==> src/rtl/fifo_pkg.sv <==
// Shared types and helpers for the async FIFO read-side blocks.
// Imported by fifo_rd_stream.
package fifo_pkg;

  typedef enum logic [1:0] {
    EMPTY,
    HALF,
    FULL
  } rd_buf_state_t;

  function automatic int clog2_min1(input int n);
    return (n <= 1) ? 1 : $clog2(n);
  endfunction

endpackage

==> src/rtl/fifo_rd_stream.sv <==
// FIFO read drain: 2-entry skid buffer turning r_empty/r_en/r_data
// into a registered valid/ready stream with m_last every PKT_LEN beats.
module fifo_rd_stream
  import fifo_pkg::*;
#(
  parameter int DATA_SIZE = 8,
  parameter int PKT_LEN   = 16
) (
  input  logic                 r_clk,
  input  logic                 r_rst_n,
  input  logic                 r_empty,
  input  logic [DATA_SIZE-1:0] r_data,
  output logic                 r_en,
  output logic                 m_valid,
  input  logic                 m_ready,
  output logic [DATA_SIZE-1:0] m_data,
  output logic                 m_last,
  output logic                 idle
);

  localparam int CW = clog2_min1(PKT_LEN);
  localparam logic [CW-1:0] LAST_CNT = CW'(PKT_LEN - 1);

  rd_buf_state_t        r_state;
  rd_buf_state_t        w_next;
  logic [DATA_SIZE-1:0] r_out;
  logic [DATA_SIZE-1:0] r_skid;
  logic [CW-1:0]        r_beat_cnt;

  logic w_fetch;
  logic w_pop;
  logic w_ld_out;
  logic w_ld_skid;
  logic w_sel_skid;

  // Pop never depends on m_ready, so no comb path m_ready -> r_en.
  assign w_fetch = r_rst_n && !r_empty && (r_state != FULL);
  assign w_pop   = m_valid && m_ready;

  assign r_en    = w_fetch;
  assign m_valid = (r_state != EMPTY);
  assign m_data  = r_out;
  assign m_last  = m_valid && (r_beat_cnt == LAST_CNT);
  assign idle    = (r_state == EMPTY) && r_empty;

  always_comb begin
    w_next     = r_state;
    w_ld_out   = 1'b0;
    w_ld_skid  = 1'b0;
    w_sel_skid = 1'b0;
    unique case (r_state)
      EMPTY: begin
        if (w_fetch) begin
          w_ld_out = 1'b1;
          w_next   = HALF;
        end
      end
      HALF: begin
        unique case ({w_fetch, w_pop})
          2'b11: w_ld_out = 1'b1;
          2'b10: begin
            w_ld_skid = 1'b1;
            w_next    = FULL;
          end
          2'b01: w_next = EMPTY;
          default: ;
        endcase
      end
      FULL: begin
        if (w_pop) begin
          w_ld_out   = 1'b1;
          w_sel_skid = 1'b1;
          w_next     = HALF;
        end
      end
      default: w_next = EMPTY;
    endcase
  end

  always_ff @(posedge r_clk or negedge r_rst_n) begin
    if (!r_rst_n) begin
      r_state <= EMPTY;
      r_out   <= '0;
      r_skid  <= '0;
    end else begin
      r_state <= w_next;
      if (w_ld_out)
        r_out <= w_sel_skid ? r_skid : r_data;
      if (w_ld_skid)
        r_skid <= r_data;
    end
  end

  always_ff @(posedge r_clk or negedge r_rst_n) begin
    if (!r_rst_n) begin
      r_beat_cnt <= '0;
    end else if (w_pop) begin
      r_beat_cnt <= m_last ? '0 : r_beat_cnt + 1'b1;
    end
  end

endmodule

==> config.mk <==
export PLATFORM = sky130hd
export DESIGN_NAME = fifo_rd_stream
export DESIGN_NICKNAME = d
export VERILOG_FILES = /design/src/rtl/fifo_pkg.sv /design/src/rtl/fifo_rd_stream.sv
export SDC_FILE = /design/constraint.sdc
export NUM_CORES = 1
export LEC_CHECK = 0
export ABC_AREA = 1
export CAP_MARGIN = 10
export CORE_MARGIN = 2
export CORE_UTILIZATION = 30
export DETAILED_ROUTE_END_ITERATION = 7
export SYNTH_ARGS = -nofsm -noshare
export SYNTH_HDL_FRONTEND = slang
export SYNTH_SLANG_ARGS = --single-unit
==> constraint.sdc <==
create_clock -name r_clk -period 1.6 [get_ports r_clk]
set_input_delay 0.48 -clock r_clk [delete_from_list [all_inputs] [get_ports r_clk]]
set_output_delay 0.48 -clock r_clk [all_outputs]
set_load 0.01 [all_outputs]
# ---- Word level (Yosys, flattened, before mapping)
# Cells that the tools add are included.
dict set report word_totals {
  register_bits 22
  word_cells 37
  output_inout_bits 12
}
dict set report classes {
  eq_ne 10
  mux 13
  addsub 1
  n_reduce_logical 9
}
# cell count
set op_table {}
lappend op_table {{2-to-1 mux 8 bit} 1}
lappend op_table {{equality test 2 bit, second input constant} 3}
lappend op_table {{2-to-1 mux 1 bit} 6}
lappend op_table {{inequality test 2 bit, second input constant} 3}
lappend op_table {{one-hot mux 2 bit (3 select lines)} 1}
lappend op_table {{logical AND 1 bit} 5}
lappend op_table {{adder 4 x 1 -> 4 bit, second input constant} 1}
lappend op_table {{equality test 2 x 1 -> 1 bit, second input constant} 2}
lappend op_table {{equality test 4 bit, second input constant} 1}
lappend op_table {{2-to-1 mux 2 bit} 2}
lappend op_table {{2-to-1 mux 4 bit} 1}
lappend op_table {{one-hot mux 2 bit (2 select lines)} 1}
lappend op_table {{inequality test 3 x 2 -> 1 bit, second input constant} 1}
lappend op_table {{one-hot mux 1 bit (3 select lines)} 1}
lappend op_table {{AND reduction 3 bit} 1}
lappend op_table {{logical NOT 2 bit} 1}
lappend op_table {{nonzero test 2 bit} 1}
lappend op_table {{logical NOT 1 bit} 1}

# ---- Depth between registers and ports, before layout
# Gate-level depths: netlist of the first run.
dict set report logic_depth {
  depth_word 6
  depth_mapped 7
  ltp_nobuf 6
}

# ---- Least setup slack after synthesis of the first run
# OpenSTA, ideal clock, no wires.
dict set report synth_path {
  path_type {register -> output}
  start {reg r_state[1]}
  end {out m_last}
  required_ps 1120
  slack_ps 260
  stages_incl_launch_ff 5
  path_buffers 0
  arrival_time_ps 860
  cell_sequence {dfrtp_1 > inv_2 > nand2_4 > nand2_1 > inv_1}
}
dict set report synth_via {
  elab_chain_cells 2
}
# element line
set synth_rtl {}
lappend synth_rtl {{from (decl)} fifo_rd_stream.sv:24} ;# rd_buf_state_t r_state;
lappend synth_rtl {{from (signal assigned)} fifo_rd_stream.sv:86} ;# r_state <= w_next;
lappend synth_rtl {{nonzero test 2 bit} fifo_rd_stream.sv:41} ;# assign m_valid = (r_state != EMPTY);
lappend synth_rtl {{named net m_valid} fifo_rd_stream.sv:14} ;# output logic m_valid,
lappend synth_rtl {{logical AND 1 bit} fifo_rd_stream.sv:43} ;# assign m_last = m_valid && (r_beat_cnt == LAST_CNT);
lappend synth_rtl {{to (decl)} fifo_rd_stream.sv:17} ;# output logic m_last,
# The timed path passes the listed nets, and every way through them passes these cells.

# ---- Worst setup path after layout of the first run
dict set report layout_path {
  start {reg r_beat_cnt[0]}
  end {out m_last}
}
dict set report layout_via {
  elab_chain_cells 2
}
# element line
set layout_rtl {}
lappend layout_rtl {{from (decl)} fifo_rd_stream.sv:28} ;# logic [CW-1:0] r_beat_cnt;
lappend layout_rtl {{from (signal assigned)} fifo_rd_stream.sv:98} ;# r_beat_cnt <= m_last ? '0 : r_beat_cnt + 1'b1;
lappend layout_rtl {{equality test 4 bit} fifo_rd_stream.sv:43}
lappend layout_rtl {{logical AND 1 bit} fifo_rd_stream.sv:43}
# Every way passes these cells.

==> metrics.txt, run 1 <==
Cell Int Power=approximately 1.3 mW; Die ar.=around 0.0044 mm2; Hold Slack=approximately 370 ps; Num CTS Buffers=3; largest net degree at the start of global routing=24; Power per Cell Area=between 1000 and 1500 mW/mm2; largest fanout on the critical path=2; CTS tree=done; number of synthesized register bits=22; Mean Syn Cell Area=between 7 and 8 um2; unrepaired setup endpoints after global routing=true; outcome=finished, violations left; r2r setup slk=330 ps; endpoints failing setup=1; Syn Nets=~160; Filler Cells Inserted=380; CTS Sinks=22; diode count=0; Synth Cell Area=between 0.001 and 0.0015 mm2; Antenna Nets Post-Route=0; leakage power=around 0.9 nW; leading area contributor after synthesis=dfrtp_1; H-tree Lvls=1; critical-path cell list=ha_2 > inv_2 > nor2_2 > nand2_1 > inv_1 > buf_2; Startpoint Class=flop; Hold Fails Final Rpt=0; first-pass GRT wire length=between 4000 and 5000 um; die height=roughly 66 um; DIE WIDTH=about 66 um; gr ovfl total=0; Mapped Cells=roughly 150; area delta synth->final=42.9%; # IOs=24; Clk Latency, worst-skew pair=between 200 and 300 ps; iteration-0 DRC count of the detailed router=29; critical path class=flop to output pin; crit end category=output pin; Final HPWL DP=roughly 2100 um; total area of sequential cells=551 um2; Routability Congestion=about 0.81; initial antenna violation count=0; CTS root buf=clkbuf_8; Flop pwr share=between 40% and 50%; Max-cap violations=0; vias in the first global route=between 1000 and 1500; DRC Markers=0; CTS Buffer Depth=2; switching part of the total=about a third; final clock skew=1.75 ps; Max Slew Vio Count=0; Clk pwr share=20.7%; dpl cell area=0.00160 mm2; CTS clk-pin slew, worst paths=approximately 80 ps; slew at the pin closest to its max-slew limit=approximately 210 ps; combinational share of power=37.0%; fin nets=~210; Avg WL per Cell=approximately 11 um; WP data required=between 1000 and 1500 ps; failing checks=setup timing; area of the multi-input gates=559 um2; vias per inst=~4.5; share of cells above drive strength 1=around 26%; period utilisation layout=102%; Achievable Freq=between 600 and 700 MHz; synth top area cells=dfrtp_1, nand2_1, nand3_1, nand4_1, nand3_4; Seq/Total Area, Yosys=a little under half; Critical Path AT=roughly 1200 ps; Switch Pwr=about 630 uW; # hold bufs at CTS=0; maximum VDD drop=0.466 mV; worst hold path class=input port to asynchronous set/reset pin; min Tclk post-route=~1600 ps; Slowest-stage cell, CP=dfrtp_1; critical path's largest stage delay=approximately 380 ps; core area=between 0.003 and 0.004 mm2; Final WS setup=-28.1 ps; DR pass1 iterations=4; WL final=between 2000 and 3000 um; power after layout=about 1.9 mW; TNS Setup=-28.1 ps; Slew Limit Headroom=between 80% and 90%; starting density of the core=approximately a third; Port Buffers=23; top-area cell type share of the netlist area=about 47%; vias post-DR=1086; aggregate global-route resource usage=around 14%; floorplan row count=22; final non-filler cell area=0.00167 mm2; Ys Warns=0; Unique masters post-synth=19
-- synthesized netlist by cell type --
cell type  count
dfrtp_1       22
nand2_2        4
nand3_4        2
buf_6          2
buf_2          1
o31ai_1        1
nand2_1       70
inv_2          3
nor2_2         1
ha_1           1
nand2_4        2
nand3_1       12
a21oi_1        1
xor2_1         1
nand4_1        9
nor2_1         2
o21ai_1        1
inv_1          8
nor2_4         3
-- worst paths after layout --
check,depth (start not counted),from,to
worst max-delay path,6,r_beat_cnt[0],m_last
worst min-delay path,2,r_rst_n,r_beat_cnt[1]
worst max register to register,8,r_state[0],m_data[1]
worst min register to register,2,m_data[7],m_data[7]
max in group asynchronous,2,r_rst_n,r_state[1]
min in group r_clk,2,m_data[7],m_data[7]
-- critical path, delay by kind of cell (launching register included) --
family	cells	cell delay (ps)
flops	1	380
buf+inv	3	220
fa+ha+maj	1	200
simple gates	2	100
-- metal layers --
layer	track usage, %	wire, um	up-vias
met5	0	0	-
met4	6.12	46	0
met3	2.90	155	6
met2	23.0	1280	25
met1	17.8	1250	500
li1	-	-	555
-- repair_timing --
action	CTS	global route
resized for setup	24	7
endpoints found under the setup margin	29	13
hold endpoints to repair	0	0
setup buffers	2	2
pin swaps	3	2
-- power groups by stage --
stage / sequential, mW / clock (mW) / combinational (mW)
5_1_grt: 0.836 / 0.435 / 0.801
4_1_cts: 0.816 / 0.412 / 0.684
3_5_place_dp: 0.829 / 0 / 0.701
2_1_floorplan: 0.857 / 0 / 0.308
3_3_place_gp: 0.823 / 0 / 0.681
6_report: 0.816 / 0.398 / 0.712
-- flip-flops by register name, summed over array words and instances (netlist names) --
signal and cells:
m_data 8, r_skid 8, r_beat_cnt 4, r_state 2
-- through the flow --
step	std cells	setup WS, ps	util (%)
2_1_floorplan	146	260	-
3_3_place_gp	231	-616	43.2
3_5_place_dp	231	-616	43.2
4_1_cts	237	-52.4	44.4
5_1_grt	239	-125	45.2
6_report	239	-28.1	45.2
-- logic make-up after synthesis --
logic type	share of synthesized area [%]
simple gates	43.6
buf+inv	5.89
flops	47.2
fa+ha+maj	1.07
xor+xnor	0.750
compound gates	1.50
-- layout make-up --
cell class                      count  share of cell area (%)
Timing Repair Buffer               44                    24.1
Sequential cell                    22                    33.0
Tap cell                           48                    3.60
Multi-Input combinational cell    110                    33.5
Inverter                           11                    2.48
Clock buffer                        4                    3.30
-- layout by cell type, fill, tap and decap left out, types with 2 or more instances in the layout --
cell	netlist	layout
dlygate4sd2_1	0	10
nand2_4	2	2
nor2_4	3	3
nor2_2	1	2
inv_1	8	6
nand2_2	4	5
buf_4	0	17
buf_12	0	3
nand3_4	2	2
nand3_1	12	12
inv_2	3	5
nand4_1	9	9
buf_2	1	3
nand2_1	70	69
clkbuf_8	0	4
clkdlybuf4s50_1	0	9
dfrtp_1	22	22
No activity file was read; power rests on OpenSTA's default activity.
==> run 2, diff against run 1 <==
--- a/config.mk
+++ b/config.mk
@@ -10,6 +10,7 @@
 export CORE_MARGIN = 2
 export CORE_UTILIZATION = 30
 export DETAILED_ROUTE_END_ITERATION = 7
+export SKIP_LAST_GASP = 1
 export SYNTH_ARGS = -nofsm -noshare
 export SYNTH_HDL_FRONTEND = slang
 export SYNTH_SLANG_ARGS = --single-unit
==> run 2 against run 1 <==
Effect of this change:
- the run still ends with setup timing left
- sequential power barely moved
- core utilization fell by 0.10 points
- largest power group unchanged
- sequential share of layout area rose by 0.074 points
- die area did not move
- design area fell by 0.22%
- total power fell by 0.16%
==> metrics.txt, run 2 (same netlist as run 1, synthesis figures left out) <==
CTS Buffer Depth=2 (unchanged); iteration-0 DRC count of the detailed router=36 (was 29); diode count=0 (unchanged); Power per Cell Area=1160 mW/mm2 (was 1150 mW/mm2); Routability Congestion=0.809 (unchanged); Startpoint Class=flop (unchanged); Final Non-Filler Cells=239 (unchanged); H-tree Lvls=1 (unchanged); largest net degree at the start of global routing=24 (unchanged); outcome=finished, violations left (unchanged); slew at the pin closest to its max-slew limit=207 ps (was 209 ps); Antenna Nets Post-Route=0 (unchanged); starting density of the core=31.6% (unchanged); Avg WL per Cell=11.2 um (was 11.4 um); Critical Path AT=1150 ps (about the same); first-pass GRT wire length=4780 um (unchanged); CTS tree=done (unchanged); power after layout=1.92 mW (was 1.93 mW); vias in the first global route=1079 (unchanged); crit end category=output pin (unchanged); Max-cap violations=0 (unchanged); Die ar.=0.00441 mm2 (unchanged); largest fanout on the critical path=2 (unchanged); maximum VDD drop=0.454 mV (was 0.466 mV); critical-path cell list=ha_2 > inv_2 > nor2_2 > nand2_1 > inv_1 > buf_2 (unchanged); CTS root buf=clkbuf_8 (unchanged); failing checks=setup timing (unchanged); period utilisation layout=102% (about the same); Final WS setup=-25.9 ps (was -28.1 ps); most common cell after layout, fill and taps aside=nand2_1 (unchanged); Num CTS Buffers=3 (unchanged); final clock skew=2.17 ps (was 1.75 ps); critical path class=flop to output pin (unchanged); DRC Markers=0 (unchanged); DP Cell Count=231 (unchanged); endpoints failing setup=1 (unchanged); CTS clk-pin slew, worst paths=80 ps (about the same); vias per inst=4.51 (was 4.54); min Tclk post-route=1630 ps (about the same); core area=0.00369 mm2 (unchanged); WP data required=1120 ps (about the same); commonest non-fill, non-tap cells in the layout=nand2_1, dfrtp_1, buf_4 (unchanged); die height=66.4 um (unchanged); DIE WIDTH=66.4 um (unchanged); Clk Latency, worst-skew pair=260 ps (about the same); leakage power=0.891 nW (about the same); gr ovfl total=0 (unchanged); DR pass1 iterations=4 (unchanged); WL final=2670 um (was 2730 um); Hold Fails Final Rpt=0 (unchanged); # hold bufs at CTS=0 (unchanged); Max Slew Vio Count=0 (unchanged); area delta synth->final=42.6% (was 42.9%); critical path's largest stage delay=380 ps (about the same); Achievable Freq=615 MHz (was 614 MHz); Slew Limit Headroom=86.2% (was 86.1%); worst hold path class=input port to asynchronous set/reset pin (unchanged); CTS Sinks=22 (unchanged); fin nets=205 (unchanged); final non-filler cell area=0.00166 mm2 (was 0.00167 mm2); floorplan row count=22 (unchanged); initial antenna violation count=0 (unchanged); # IOs=24 (unchanged); Port Buffers=23 (unchanged); vias post-DR=1077 (was 1086); aggregate global-route resource usage=14.1% (unchanged); Filler Cells Inserted=380 (unchanged); dpl cell area=0.00160 mm2 (unchanged); Slowest-stage cell, CP=dfrtp_1 (unchanged); share of cells above drive strength 1=25.1% (was 25.7%); unrepaired setup endpoints after global routing=true (unchanged); Final HPWL DP=2050 um (unchanged)
[run 2: metal layers]
layer	up-vias	share of wire [%]	track usage [%]
li1	555	-	-
met3	6	6.2	2.90
met2	25	46	23.0
met4	0	1.8	6.12
met1	491	46	17.8
met5	-	0	0
[run 2: critical path, delay by kind of cell, from the launching register on]
family	cells	cell delay, ps
adder cells (fa/ha/maj)	1	200
AND/OR/NAND/NOR	2	100
buffers and inverters	3	220
flip-flops	1	380
[run 2: what timing repair did]
| item | CTS | global route |
|---|---|---|
| buffers inserted | 2 | 2 |
| setup endpoints to repair | 29 | 13 |
| gates resized for setup | 24 | 6 |
| pin swaps | 3 | 2 |
[run 2: final timing paths]
kind | cells after the start | to | start | slack [ps]
max | 6 | m_last | r_beat_cnt[0] | -30
min | 2 | r_beat_cnt[0] | r_rst_n | 370
max reg2reg | 7 | m_data[6] | r_state[0] | 360
min reg2reg | 2 | m_data[7] | m_data[7] | 480
max in group asynchronous | 2 | r_state[1] | r_rst_n | 1050
min in group r_clk | 2 | m_data[7] | m_data[7] | 480
[run 2: cell type report]
cell class / instances / area, um2 / area share [%]
clock buffers: 4 / 55.1 / 3.31
inverters: 11 / 41.3 / 2.48
multi-input cells: 110 / 556 / 33.4
flip-flops and latches: 22 / 551 / 33.1
well taps: 48 / 60.1 / 3.61
repair buffers: 44 / 402 / 24.1
[run 2: per-stage QoR]
stage | util (%) | TNS (ps) | setup slack (ps) | hold slack [ps]
6_report | 45.1 | -25.9 | -25.9 | 372
5_1_grt | 45.1 | -171 | -125 | 397
4_1_cts | 44.4 | -52.4 | -52.4 | 390
3_5_place_dp | 43.2 | -8580 | -616 | 463
3_3_place_gp | 43.2 | -8530 | -616 | 455
2_1_floorplan | - | 0 | 260 | 184
[run 2: where the power goes]
group	switching (mW)	internal, mW
clock network	0.178	0.219
logic	0.355	0.353
registers	0.0910	0.725
==> run 3, diff against run 2 <==
==> constraint.sdc (replaced) <==
create_clock -name r_clk -period 1.6 [get_ports r_clk]
set_input_delay 0.32 -clock r_clk [delete_from_list [all_inputs] [get_ports r_clk]]
set_output_delay 0.32 -clock r_clk [all_outputs]
set_load 0.01 [all_outputs]
==> run 3 against run 2 <==
Effect of this change:
- the run now ends clean
- core utilization grew 0.17 points
- clock power rose by 29%
- clock skew rose by 5.8 ps
- design area up 0.38%
- combinational power fell by 11%
- non-clock buffer count shrank 4
- worst setup slack better by 60 ps
- via count down 0.19%
- die area did not move
- register-to-register slack lost 210 ps
- critical path depth shrank 2
- global-route usage down 0.93 points
- critical path type is now input port to output pin
- critical endpoint is now idle
- largest power group unchanged
==> metrics.txt, run 3 (same netlist as run 1, synthesis figures left out) <==
outcome=finished, final reports clean (was finished, violations left); WP data required=1280 ps (was 1120 ps); commonest non-fill, non-tap cells in the layout=nand2_1, dfrtp_1, clkdlybuf4s50_1 (was nand2_1, dfrtp_1, buf_4); leakage power=0.867 nW (was 0.891 nW); worst hold path class=input port to asynchronous set/reset pin (unchanged); critical path's largest stage delay=480 ps (was 380 ps); vias in the first global route=1058 (was 1079); DIE WIDTH=66.4 um (unchanged); Antenna Nets Post-Route=0 (unchanged); vias post-DR=1075 (was 1077); r2r setup slk=150 ps (was 360 ps); unrepaired setup endpoints after global routing=false (was true); critical path class=input port to output pin (was flop to output pin); floorplan row count=22 (unchanged); aggregate global-route resource usage=13.1% (was 14.1%); core area=0.00369 mm2 (unchanged); WL final=2630 um (was 2670 um); largest fanout on the critical path=2 (unchanged); first-pass GRT wire length=4520 um (was 4780 um); die height=66.4 um (unchanged); R2R Path End=r_beat_cnt[3] (was m_data[6]); Buf/Inv on CP=3 (unchanged); critical-path cell list=clkdlybuf4s50_1 > inv_1 > nor2_1 > dlygate4sd2_1 (was ha_2 > inv_2 > nor2_2 > nand2_1 > inv_1 > buf_2); TNS Setup=0 ps (was -25.9 ps); crit end category=output pin (unchanged); Critical Path Source=r_empty (was r_beat_cnt[0]); final clock skew=7.99 ps (was 2.17 ps); # IOs=24 (unchanged); post-layout util=45.3% (was 45.1%); fin nets=201 (was 205); Final HPWL DP=1990 um (was 2050 um); Clk pwr share=25.9% (was 20.7%); Power per Cell Area=1190 mW/mm2 (was 1160 mW/mm2); CTS tree=done (unchanged); Clk Latency, worst-skew pair=260 ps (about the same); CTS Sinks=22 (unchanged); CTS Buffer Depth=2 (unchanged); combinational share of power=32.0% (was 36.9%); iteration-0 DRC count of the detailed router=27 (was 36); area delta synth->final=43.1% (was 42.6%); DRC Markers=0 (unchanged); Avg WL per Cell=11.2 um (about the same); endpoints failing setup=0 (was 1); Achievable Freq=639 MHz (was 615 MHz); area of the multi-input gates=554 um2 (was 556 um2); Startpoint Class=input port (was flop); maximum VDD drop=0.410 mV (was 0.454 mV); share of cells above drive strength 1=21.4% (was 25.1%); Max-cap violations=0 (unchanged); CP Depth=4 (was 6); Routability Congestion=0.783 (was 0.809); Port Buffers=23 (unchanged); Slew Limit Headroom=86.9% (was 86.2%); Hold Fails Final Rpt=0 (unchanged); Filler Cells Inserted=388 (was 380); kind of cell adding the most delay to the critical path=buffers and inverters (was flip-flops); CTS clk-pin slew, worst paths=80 ps (about the same); worst flop-to-flop path startpoint=r_beat_cnt[1] (was r_state[0]); starting density of the core=31.6% (unchanged); min Tclk post-route=1570 ps (was 1630 ps); Worst Setup EP=idle (was m_last); Switch Pwr=604 uW (was 625 uW); slew at the pin closest to its max-slew limit=195 ps (was 207 ps); # hold bufs at CTS=0 (unchanged); Max Slew Vio Count=0 (unchanged); vias per inst=4.57 (was 4.51); diode count=0 (unchanged); Critical Path AT=1250 ps (was 1150 ps); Die ar.=0.00441 mm2 (unchanged); Flop pwr share=42.1% (was 42.5%); Slowest-stage cell, CP=clkdlybuf4s50_1 (was dfrtp_1); DR pass1 iterations=4 (unchanged); CTS root buf=clkbuf_8 (unchanged); H-tree Lvls=1 (unchanged); Cell Int Power=1.38 mW (was 1.30 mW); switching part of the total=30.5% (was 32.5%); total area of sequential cells=551 um2 (unchanged); Reg2Reg Depth=10 (was 7); largest net degree at the start of global routing=24 (unchanged); initial antenna violation count=0 (unchanged); most common cell after layout, fill and taps aside=nand2_1 (unchanged); gr ovfl total=0 (unchanged); period utilisation layout=97.9% (was 102%); Num CTS Buffers=3 (unchanged)
==> run 3: cell types whose count changed in the layout (fill, tap and decap cells not counted), moves of 2 or more <==
cell             change
clkdlybuf4s50_1      +9
buf_4                -4
buf_2                -2
dlygate4sd2_1        -8
inv_2                -2
inv_1                +2
==> run 3: metal layers <==
metal / part of all wire [%] / vias up / global-route usage (%)
li1: - / 554 / -
met1: 48 / 498 / 17.5
met4: 0.30 / 0 / 3.06
met3: 4.4 / 2 / 2.21
met5: 0 / - / 0
met2: 47 / 21 / 22.1
==> run 3: worst min path at each step <==
stage,startpoint,end,slack (ps)
6_report,r_rst_n,r_beat_cnt[0],80
5_1_grt,r_rst_n,r_beat_cnt[0],100
4_1_cts,r_skid[2],r_skid[2],480
3_5_place_dp,r_skid[2],r_skid[2],460
3_3_place_gp,r_skid[2],r_skid[2],460
2_1_floorplan,r_rst_n,m_data[0],20
==> run 3: timing repair <==
action,4_1_cts,5_1_grt
resized for setup,8,6
endpoints found under the setup margin,13,19
pin swaps,2,2
setup buffers,4,0
==> run 3: power by group through the flow <==
| stage | sequential [mW] | combinational, mW | clock, mW |
|---|---|---|---|
| after floorplan | 0.857 | 0.308 | 0 |
| after global placement | 0.835 | 0.622 | 0 |
| after detailed placement | 0.843 | 0.636 | 0 |
| after CTS | 0.832 | 0.640 | 0.523 |
| after global routing | 0.851 | 0.717 | 0.542 |
| final | 0.834 | 0.633 | 0.513 |
==> run 3: area by class of cell <==
type | instances | area share [%]
Tap cell | 48 | 3.60
Timing Repair Buffer | 40 | 23.5
Clock buffer | 3 | 2.47
Multi-Input combinational cell | 110 | 33.2
Inverter | 11 | 2.47
Sequential cell | 22 | 33.0
Clock inverter | 1 | 1.80
==> run 3: per-stage QoR <==
| step | std cells | cell area, um2 | setup slack, ps | power, mW | hold slack [ps] |
|---|---|---|---|---|---|
| CTS | 235 | 1660 | -77.3 | 2.00 | 482 |
| detailed placement | 227 | 1570 | -343 | 1.48 | 464 |
| global route | 235 | 1670 | 2.36 | 2.11 | 104 |
| global placement | 227 | 1570 | -297 | 1.46 | 455 |
| finish | 235 | 1670 | 34.1 | 1.98 | 81.7 |
| floorplan | 146 | 1170 | 420 | 1.17 | 24.4 |
